**src/rtl/imm_gen_pipe.sv**
```systemverilog
// Purpose: decode-stage immediate generator. It decodes the format from the opcode, builds the
//          XLEN immediate and registers it together with the sideband tag behind a valid/ready pair.
// Latency: 1 cycle. An entry accepted at edge N is driven on the outputs after edge N.
// Backpressure: with SKID=1 a two-entry skid buffer keeps full throughput, and in_ready_o comes
//          from registered state only. With SKID=0 there is a single entry and in_ready_o = !out_valid_o | out_ready_i.
// Ports: clk_i/rst_n_i (async active-low), flush_i, in_valid_i/in_ready_o/inst_i/tag_i,
//        out_valid_o/out_ready_i/imm_o/fmt_o/tag_o (fmt: 0=R 1=I 2=S 3=B 4=U 5=J 7=unknown).
module imm_gen_pipe #(
  parameter int XLEN  = 32,
  parameter int TAG_W = 5,
  parameter int SKID  = 1
) (
  input  logic             clk_i,
  input  logic             rst_n_i,
  input  logic             flush_i,
  input  logic             in_valid_i,
  output logic             in_ready_o,
  input  logic [31:0]      inst_i,
  input  logic [TAG_W-1:0] tag_i,
  output logic             out_valid_o,
  input  logic             out_ready_i,
  output logic [XLEN-1:0]  imm_o,
  output logic [2:0]       fmt_o,
  output logic [TAG_W-1:0] tag_o
);

  localparam logic [6:0] OP_LUI    = 7'b0110111;
  localparam logic [6:0] OP_AUIPC  = 7'b0010111;
  localparam logic [6:0] OP_JAL    = 7'b1101111;
  localparam logic [6:0] OP_JALR   = 7'b1100111;
  localparam logic [6:0] OP_LOAD   = 7'b0000011;
  localparam logic [6:0] OP_IMM    = 7'b0010011;
  localparam logic [6:0] OP_SYSTEM = 7'b1110011;
  localparam logic [6:0] OP_STORE  = 7'b0100011;
  localparam logic [6:0] OP_BRANCH = 7'b1100011;
  localparam logic [6:0] OP_REG    = 7'b0110011;

  typedef struct packed {
    logic [XLEN-1:0]  imm;
    logic [2:0]       fmt;
    logic [TAG_W-1:0] tag;
  } entry_t;

  typedef enum logic [1:0] {ST_EMPTY, ST_ONE, ST_TWO} state_e;

  state_e state_q, state_d;
  entry_t out_q, out_d;
  entry_t skd_q, skd_d;
  entry_t dec;

  logic [31:0] imm32;
  logic        accept;
  logic        pop;

  // ---------------- decode ----------------
  always_comb begin
    imm32   = '0;
    dec     = '0;
    dec.fmt = 3'd7;
    dec.tag = tag_i;
    unique case (inst_i[6:0])
      OP_LUI, OP_AUIPC: begin
        dec.fmt = 3'd4;
        imm32   = {inst_i[31:12], 12'b0};
      end
      OP_JAL: begin
        dec.fmt = 3'd5;
        imm32   = {{11{inst_i[31]}}, inst_i[31], inst_i[19:12], inst_i[20], inst_i[30:21], 1'b0};
      end
      OP_JALR, OP_LOAD, OP_IMM, OP_SYSTEM: begin
        dec.fmt = 3'd1;
        imm32   = {{20{inst_i[31]}}, inst_i[31:20]};
      end
      OP_STORE: begin
        dec.fmt = 3'd2;
        imm32   = {{20{inst_i[31]}}, inst_i[31:25], inst_i[11:7]};
      end
      OP_BRANCH: begin
        dec.fmt = 3'd3;
        imm32   = {{19{inst_i[31]}}, inst_i[31], inst_i[7], inst_i[30:25], inst_i[11:8], 1'b0};
      end
      OP_REG: begin
        dec.fmt = 3'd0;
      end
      default: ;
    endcase
    // Sign-extend the 32-bit result to XLEN. Filling every bit first avoids a zero-width replication when XLEN == 32.
    dec.imm       = {XLEN{imm32[31]}};
    dec.imm[31:0] = imm32;
    // For slli/srli/srai the immediate is only the shift amount, zero-extended. The funct7 bits are excluded.
    if (inst_i[6:0] == OP_IMM && inst_i[13:12] == 2'b01) begin
      dec.imm      = '0;
      dec.imm[4:0] = inst_i[24:20];
      if (XLEN == 64) dec.imm[5] = inst_i[25];
    end
  end

  // ---------------- handshake / occupancy ----------------
  assign out_valid_o = (state_q != ST_EMPTY);
  assign in_ready_o  = (SKID != 0) ? (state_q != ST_TWO)
                                   : (state_q == ST_EMPTY) | out_ready_i;
  // An input offered during a flush is discarded even when in_ready_o is high.
  assign accept      = in_valid_i & in_ready_o & ~flush_i;
  assign pop         = out_valid_o & out_ready_i;

  always_comb begin
    state_d = state_q;
    out_d   = out_q;
    skd_d   = skd_q;
    unique case (state_q)
      ST_EMPTY: begin
        if (accept) begin
          out_d   = dec;
          state_d = ST_ONE;
        end
      end
      ST_ONE: begin
        if (accept && pop) begin
          out_d = dec;
        end else if (accept) begin
          // Only reachable with SKID=1. With SKID=0, an accept in ONE implies a pop in the same cycle.
          skd_d   = dec;
          state_d = ST_TWO;
        end else if (pop) begin
          state_d = ST_EMPTY;
        end
      end
      ST_TWO: begin
        if (pop) begin
          out_d   = skd_q;
          state_d = ST_ONE;
        end
      end
      default: state_d = ST_EMPTY;
    endcase
    if (flush_i) state_d = ST_EMPTY;
  end

  always_ff @(posedge clk_i or negedge rst_n_i) begin
    if (!rst_n_i) begin
      state_q <= ST_EMPTY;
      out_q   <= '0;
      skd_q   <= '0;
    end else begin
      state_q <= state_d;
      out_q   <= out_d;
      skd_q   <= skd_d;
    end
  end

  assign imm_o = out_q.imm;
  assign fmt_o = out_q.fmt;
  assign tag_o = out_q.tag;

endmodule

```
**config.mk**
```make
export PLATFORM = sky130hd
export DESIGN_NAME = imm_gen_pipe
export DESIGN_NICKNAME = d
export VERILOG_FILES = /design/src/rtl/imm_gen_pipe.sv
export SDC_FILE = /design/constraint.sdc
export NUM_CORES = 1
export LEC_CHECK = 0
export BUFFER_PORTS_ARGS = -buffer_cell sky130_fd_sc_hd__buf_2
export CORE_MARGIN = 10
export CORE_UTILIZATION = 29
export CTS_BUF_LIST = sky130_fd_sc_hd__clkbuf_8
export CTS_CLUSTER_DIAMETER = 50
export DETAILED_ROUTE_END_ITERATION = 10
export SLEW_MARGIN = 25
export SYNTH_ARGS = -nofsm -noshare
export SYNTH_HDL_FRONTEND = slang
export SYNTH_SLANG_ARGS = --single-unit
```
**constraint.sdc**
```tcl
create_clock -name clk_i -period 1.65 [get_ports clk_i]
set_input_delay 0 -clock clk_i [delete_from_list [all_inputs] [get_ports clk_i]]
set_output_delay 0 -clock clk_i [all_outputs]
set_load 0.03 [all_outputs]
```
==> out/results.tsv, run 1 <==
stage	metric	value	unit
status	outcome	complete, but fails checks	
status	failing checks	setup timing	
power	Psw	0.00171	W
final_layout	fillcell total	1332	
die	standard-cell rows	42	
timing	RSZ-0062 raised after global routing	yes	
synthesis	Synth Flop Type	dfrtp_1	
clocking	CTS root buffer	clkbuf_8	
critical_path	largest stage delay on the critical path	0.41	ns
timing	headroom to the max-slew limit	70.0	%
synthesis	Mapped Cells	447	
global_routing	initial antenna violation count	0	
hold_path	class of the worst hold path	in2reg	
synthesis	synth unique cells	53	
final_layout	ANT cells	0	
clocking	H-tree level count	3	
place	placed inst area	0.00475	sq mm
critical_path	Worst EP required	1.89	ns
critical_path	crit-path most repeated cell	buf_6	
die	Core Region	0.0134	sq mm
critical_path	sum of buffers and inverters on the critical path	3	
timing	final hold viol count	0	
die	Die ar.	0.0189	sq mm
synthesis	Synth Area in Adders	0	%
synthesis	Yosys reg bits	82	
job	max cap viols	0	
clocking	maximum clock path buffer count	2	
die	io pins	84	
die	die width	137	um
timing	Final period util	101	%
synthesis	mux cell area share after synthesis	0.250	%
power	Switching Share	32.9	%
route	DRC	0	
global_routing	GRT Total Usage	13.5	%
route	antenna viol nets, final	0	
critical_path	WP data arrival	1.90	ns
route	drt pass-1 iters	5	
timing	final slew viol count	0	
synthesis	top cell type's share of synthesized area	51.3	%
place	post-DP HPWL	8820	um
final_layout	Util after Layout	41.1	%
clocking	CTS Buf Count	9	
power	Logic pwr share	25.6	%
global_routing	global-route wire length before repair	20300	um
synthesis	Post-Synth XOR/XNOR Area	0.219	%
route	vias	3822	
final_layout	Layout area overhead	37.6	%
synthesis	number of synthesized flops with an enable pin	0	
critical_path	Crit Path Class	reg2reg	
critical_path	crit path max-delay cell type	dfrtp_1	
global_routing	largest net degree at the start of global routing	83	
timing	FMAX	599	MHz
power	P_leak	2.41	nW
die	Initial Util	29.9	%
place	gpl congestion	0.825	
clocking	CTS Sinks	82	
timing	final setup vio count	1	
timing	Setup Skew	0.0106	ns
synthesis	Mapped Avg Cell Area	8.95	sq um
place	input/output buffers	83	
synthesis	Mapped Nets	489	
timing	slew at the pin closest to its max-slew limit	0.438	ns
final_layout	Final Non-Filler Cells	758	
critical_path	delay-heaviest family, CP	buffers and inverters	
power	Sequential Power Share	46.8	%
timing	Hold WS	0.152	ns
final_layout	NumNets Final	620	
critical_path	CP Capture Type	register	
synthesis	synth cell count leaders	82 x dfrtp_1, 73 x nand2_1, 56 x a21oi_1	
power	pwr/cell area	943	mW/mm^2
critical_path	Worst Path Max Fanout	13	
final_layout	cell area after layout	0.00551	sq mm
timing	post-route setup TNS	-0.0186	ns
route	initial DRC count	320	
route	vias per cell	5.04	
global_routing	vias in the first global route	3786	
route	Total Wirelength	13000	um
synthesis	main combinational cell family by area after synthesis	compound AO/OA/AOI/OAI gates	
timing	post-route setup slack	-0.0186	ns
route	routed len/inst	17.1	um
global_routing	GRT overflow	0	
die	die height	137	um
final_layout	share of cells above drive strength 1	29.6	%
synthesis	synthesized cell area	0.00400	sq mm
critical_path	Worst setup SP type	register	
clocking	Clock Latency Late Sink	0.36	ns
power	Pint	0.00349	W
synthesis	most common cell in the synthesized netlist	dfrtp_1	
synthesis	Synth Area in Compound Gates	23.4	%
place	dpl cells	703	
clocking	TritonCTS clock tree	built	
timing	fin crit period	1.67	ns
critical_path	Critical Path, Cell by Cell	nand2b_4 -> buf_6 -> nor3b_4 -> buf_6 -> a21oi_4 -> clkbuf_16 -> a21oi_1 -> o22ai_1	
clocking	clock slew at reported path FFs	0.08	ns
synthesis	Synth async-reset ratio	100	%
synthesis	top cells by area in the synthesized netlist	dfrtp_1 51%, a21oi_1 7.0%, nand2_1 6.8%	
synthesis	Syn. warnings	0	
synthesis	Post-Synth Simple-Gate Area	20.8	%
synthesis	post-synth top area cell	dfrtp_1	
power	VDD IR max	0.357	mV
power	clock share of power	27.5	%
synthesis	register area share after synthesis	51.3	%
placed cells by master (no fill, tap or decap), types with 4 or more instances in the layout:
cell,instances
dlygate4sd3_1,33
clkbuf_8,10
dfrtp_1,81
inv_1,4
buf_4,25
buf_12,4
o22ai_1,9
nand3_1,16
nand2_1,72
nor2b_1,4
nor2_1,47
and3_1,6
buf_6,4
a2bb2oi_1,7
a21oi_1,38
a31oi_1,21
buf_2,82
a21oi_2,18
a22o_1,6
o21ai_0,29
o21ai_1,14
power by group through the flow:
stage	combinational [W]	sequential, W	clock (W)
3_5_place_dp	0.00121	0.00247	0
5_1_grt	0.00146	0.00247	0.00154
4_1_cts	0.00130	0.00243	0.00146
3_3_place_gp	0.00118	0.00246	0
6_report	0.00133	0.00243	0.00143
2_1_floorplan	0.000439	0.00276	0
cell families after synthesis:
| kind of cell | count (synthesis) |
|---|---|
| buf+inv | 33 |
| flops | 82 |
| xor+xnor | 1 |
| simple gates | 175 |
| mux | 1 |
| compound gates | 155 |
layout make-up:
cell class	count	area (sq um)	share of cell area, %
inverter	2	7.51	0.136
clock buffer	10	138	2.50
timing repair buffer	151	1130	20.5
tap	176	220	4.00
clock inverter	5	47.5	0.863
sequential	82	2050	37.3
multi-input combinational	332	1910	34.7
sequential cells by signal, summed over array words and instances, names as in the netlist:
name     count
tag_o        5
imm_o       32
state_q      2
skd_q       40
fmt_o        3
worst reg2reg max path: stages, from the launching register on:
cell	delay, ns
dfrtp_1	0.41
nand2b_4	0.18
buf_6	0.12
nor3b_4	0.21
buf_6	0.14
a21oi_4	0.05
clkbuf_16	0.20
a21oi_1	0.14
o22ai_1	0.10
final timing paths:
path	start	end	slack [ns]	depth (start not counted)
hold / removal	in_valid_i	state_q[1]	0.15	4
max in group asynchronous	rst_n_i	skd_q[34]	1.09	3
min in group asynchronous	rst_n_i	skd_q[20]	0.18	3
setup / recovery	state_q[1]	imm_o[17]	-0.02	8
setup reg to reg	state_q[1]	imm_o[17]	-0.02	8
hold reg to reg	skd_q[0]	skd_q[0]	0.48	2
per-stage QoR:
step	power [W]	worst slack (ns)
global placement	0.00364	-0.0146
CTS	0.00519	0.0125
detailed placement	0.00368	-0.0902
global route	0.00546	-0.0856
floorplan	0.00320	0.0203
finish	0.00519	-0.0186
per-layer routing:
layer	global-route usage (%)	routed length (um)	vias up
li1	-	-	1846
met1	17.9	5580	1829
met2	20.5	6190	133
met3	4.22	1020	14
met4	4.33	192	0
met5	0	0	-
timing repair:
action | in CTS | in global routing
endpoints found under the hold margin | 138 | 0
pin swaps | 0 | 2
gates cloned | 1 | 2
endpoints found under the setup margin | 54 | 37
hold buffers | 33 | 0
gates resized for setup | 7 | 29
setup buffers | 2 | 2
No activity file was read; power rests on OpenSTA's default activity.
==> run 2, diff against run 1 <==
Settings changed: MAX_ROUTING_LAYER set to met4.
==> run 2 against run 1 <==
  * Critical endpoint unchanged
  * Critical path type unchanged
  * The run still ends with setup timing left
  * Highest routed layer unchanged
  * Clock power about the same
  * Clock skew shrank 0.00051 ns
  * Largest cell class unchanged
  * Largest power group unchanged
  * Critical path depth unchanged
  * Die area unchanged
==> out/results.tsv, run 2 (same netlist as run 1, synthesis figures left out) <==
stage	metric	value	unit	change
status	outcome	complete, but fails checks		unchanged
status	failing checks	setup timing		unchanged
route	vias per cell	5.04		about the same
global_routing	GRT overflow	0		unchanged
final_layout	Multi-input gate area	0.00191	sq mm	unchanged
critical_path	Crit Path Class	reg2reg		unchanged
clocking	TritonCTS clock tree	built		unchanged
clocking	CTS Buf Count	9		unchanged
route	routed len/inst	17.2	um	was 17.1 um
final_layout	share of cells above drive strength 1	29.6	%	unchanged
global_routing	GRT Total Usage	13.9	%	was 13.5%
clocking	CTS root buffer	clkbuf_8		unchanged
timing	RSZ-0062 raised after global routing	yes		unchanged
die	die height	137	um	unchanged
power	VDD IR max	0.353	mV	was 0.357 mV
critical_path	Worst setup SP type	register		unchanged
die	standard-cell rows	42		unchanged
timing	final slew viol count	0		unchanged
route	initial DRC count	320		unchanged
place	post-DP HPWL	8820	um	unchanged
critical_path	WP data arrival	1.90	ns	about the same
hold_path	Hold Path Sink	state_q[1]		unchanged
clocking	H-tree level count	3		unchanged
timing	FMAX	600	MHz	was 599 MHz
hold_path	class of the worst hold path	in2reg		unchanged
final_layout	Register Area	0.00205	sq mm	unchanged
die	die width	137	um	unchanged
clocking	maximum clock path buffer count	2		unchanged
place	placed inst area	0.00475	sq mm	unchanged
critical_path	Reg2Reg Setup Slack	-0.02	ns	about the same
global_routing	met1 Track Usage GR	18.1	%	was 17.9%
final_layout	cell area after layout	0.00551	sq mm	unchanged
final_layout	most frequent cells in the layout	82 x buf_2, 81 x dfrtp_1, 72 x nand2_1, 47 x nor2_1, 38 x a21oi_1		unchanged
final_layout	most common cell after layout, fill and taps aside	buf_2		unchanged
timing	final hold viol count	0		unchanged
timing	fin crit period	1.67	ns	about the same
final_layout	max FFs per register	40		unchanged
die	io pins	84		unchanged
final_layout	ANT cells	0		unchanged
hold_path	hold_sp	in_valid_i		unchanged
final_layout	NumNets Final	620		unchanged
place	gpl congestion	0.837		was 0.825
timing	post-route setup TNS	-0.0169	ns	was -0.0186 ns
global_routing	largest net degree at the start of global routing	83		unchanged
timing	Final period util	101	%	about the same
die	Core Region	0.0134	sq mm	unchanged
route	antenna viol nets, final	0		unchanged
route	vias	3819		was 3822
timing	headroom to the max-slew limit	69.6	%	was 70.0%
clocking	CTS Sinks	82		unchanged
timing	post-route setup slack	-0.0169	ns	was -0.0186 ns
timing	final setup vio count	1		unchanged
critical_path	CP Capture Type	register		unchanged
global_routing	vias in the first global route	3792		was 3786
critical_path	r2r endpoint	imm_o[17]		unchanged
die	Die ar.	0.0189	sq mm	unchanged
hold_path	WHS Path Cells	4		unchanged
job	max cap viols	0		unchanged
clocking	clock slew at reported path FFs	0.08	ns	about the same
power	pwr/cell area	943	mW/mm^2	about the same
global_routing	global-route wire length before repair	20300	um	about the same
timing	Setup Skew	0.0100	ns	was 0.0106 ns
final_layout	Layout area overhead	37.6	%	unchanged
global_routing	GR peak layer	met2		unchanged
global_routing	initial antenna violation count	0		unchanged
global_routing	grt met2 use	20.7	%	was 20.5%
final_layout	fillcell total	1332		unchanged
clocking	Clock Latency Late Sink	0.36	ns	about the same
critical_path	Worst EP required	1.89	ns	about the same
place	input/output buffers	83		unchanged
route	DRC	0		unchanged
route	Total Wirelength	13000	um	about the same
power	P_leak	2.41	nW	about the same
critical_path	Reg-to-Reg Start	state_q[1]		unchanged
critical_path	Worst Path Max Fanout	13		unchanged
timing	slew at the pin closest to its max-slew limit	0.444	ns	was 0.438 ns
die	Initial Util	29.9	%	unchanged
final_layout	largest register by flop count	skd_q		unchanged
route	drt pass-1 iters	5		unchanged
critical_path	r2r worst-path depth	8		unchanged
global_routing	met3 Track Usage GR	3.53	%	was 4.22%
[run 2: worst max path at each step]
stage / start / to / slack [ns] / cells past startpoint
after floorplan: state_q[1] / imm_o[20] / 0.02 / 6
after global placement: state_q[1] / skd_q[20] / -0.01 / 6
after detailed placement: state_q[1] / skd_q[18] / -0.09 / 5
after CTS: state_q[0] / skd_q[21] / 0.01 / 6
after global routing: state_q[1] / imm_o[17] / -0.08 / 8
final: state_q[1] / imm_o[17] / -0.02 / 8
[run 2: final cells by class]
type,instances,share of cell area [%]
sequential,82,37.3
multi-input combinational,332,34.7
clock inverter,5,0.863
clock buffer,10,2.50
timing repair buffer,151,20.5
tap,176,4.00
inverter,2,0.136
[run 2: routing by layer]
| metal | up-vias | part of all wire, % |
|---|---|---|
| li1 | 1848 | - |
| met2 | 125 | 48 |
| met3 | 11 | 6.3 |
| met4 | 0 | 1.2 |
| met5 | - | 0 |
| met1 | 1835 | 45 |
[run 2: stage by stage]
step	power (W)	instances	worst slack, ns	util, %	hold WS (ns)
after global routing	0.00546	758	-0.0834	41.1	0.171
after global placement	0.00364	703	-0.0146	35.4	0.0588
after detailed placement	0.00368	703	-0.0902	35.4	0.0720
after floorplan	0.00320	447	0.0203	-	-0.296
after CTS	0.00519	754	0.0125	39.8	0.129
final	0.00519	758	-0.0169	41.1	0.156
[run 2: what timing repair did]
action	CTS	global route
gates cloned	1	2
hold endpoints to repair	138	0
pin swaps	0	3
resized for setup	7	29
setup buffers	2	2
hold buffers	33	0
setup endpoints to repair	54	37
[run 2: where the power goes]
group	switching, W	internal (W)
clock network	0.000710	0.000717
registers	0.000157	0.00228
logic	0.000840	0.000491
total	0.00171	0.00349
[run 2: worst max-delay path, stage by stage, from the launching register on]
cell and delay [ns]:
dfrtp_1 0.41, nand2b_4 0.18, buf_6 0.12, nor3b_4 0.21
buf_6 0.14, a21oi_4 0.05, clkbuf_16 0.20, a21oi_1 0.14
o22ai_1 0.10
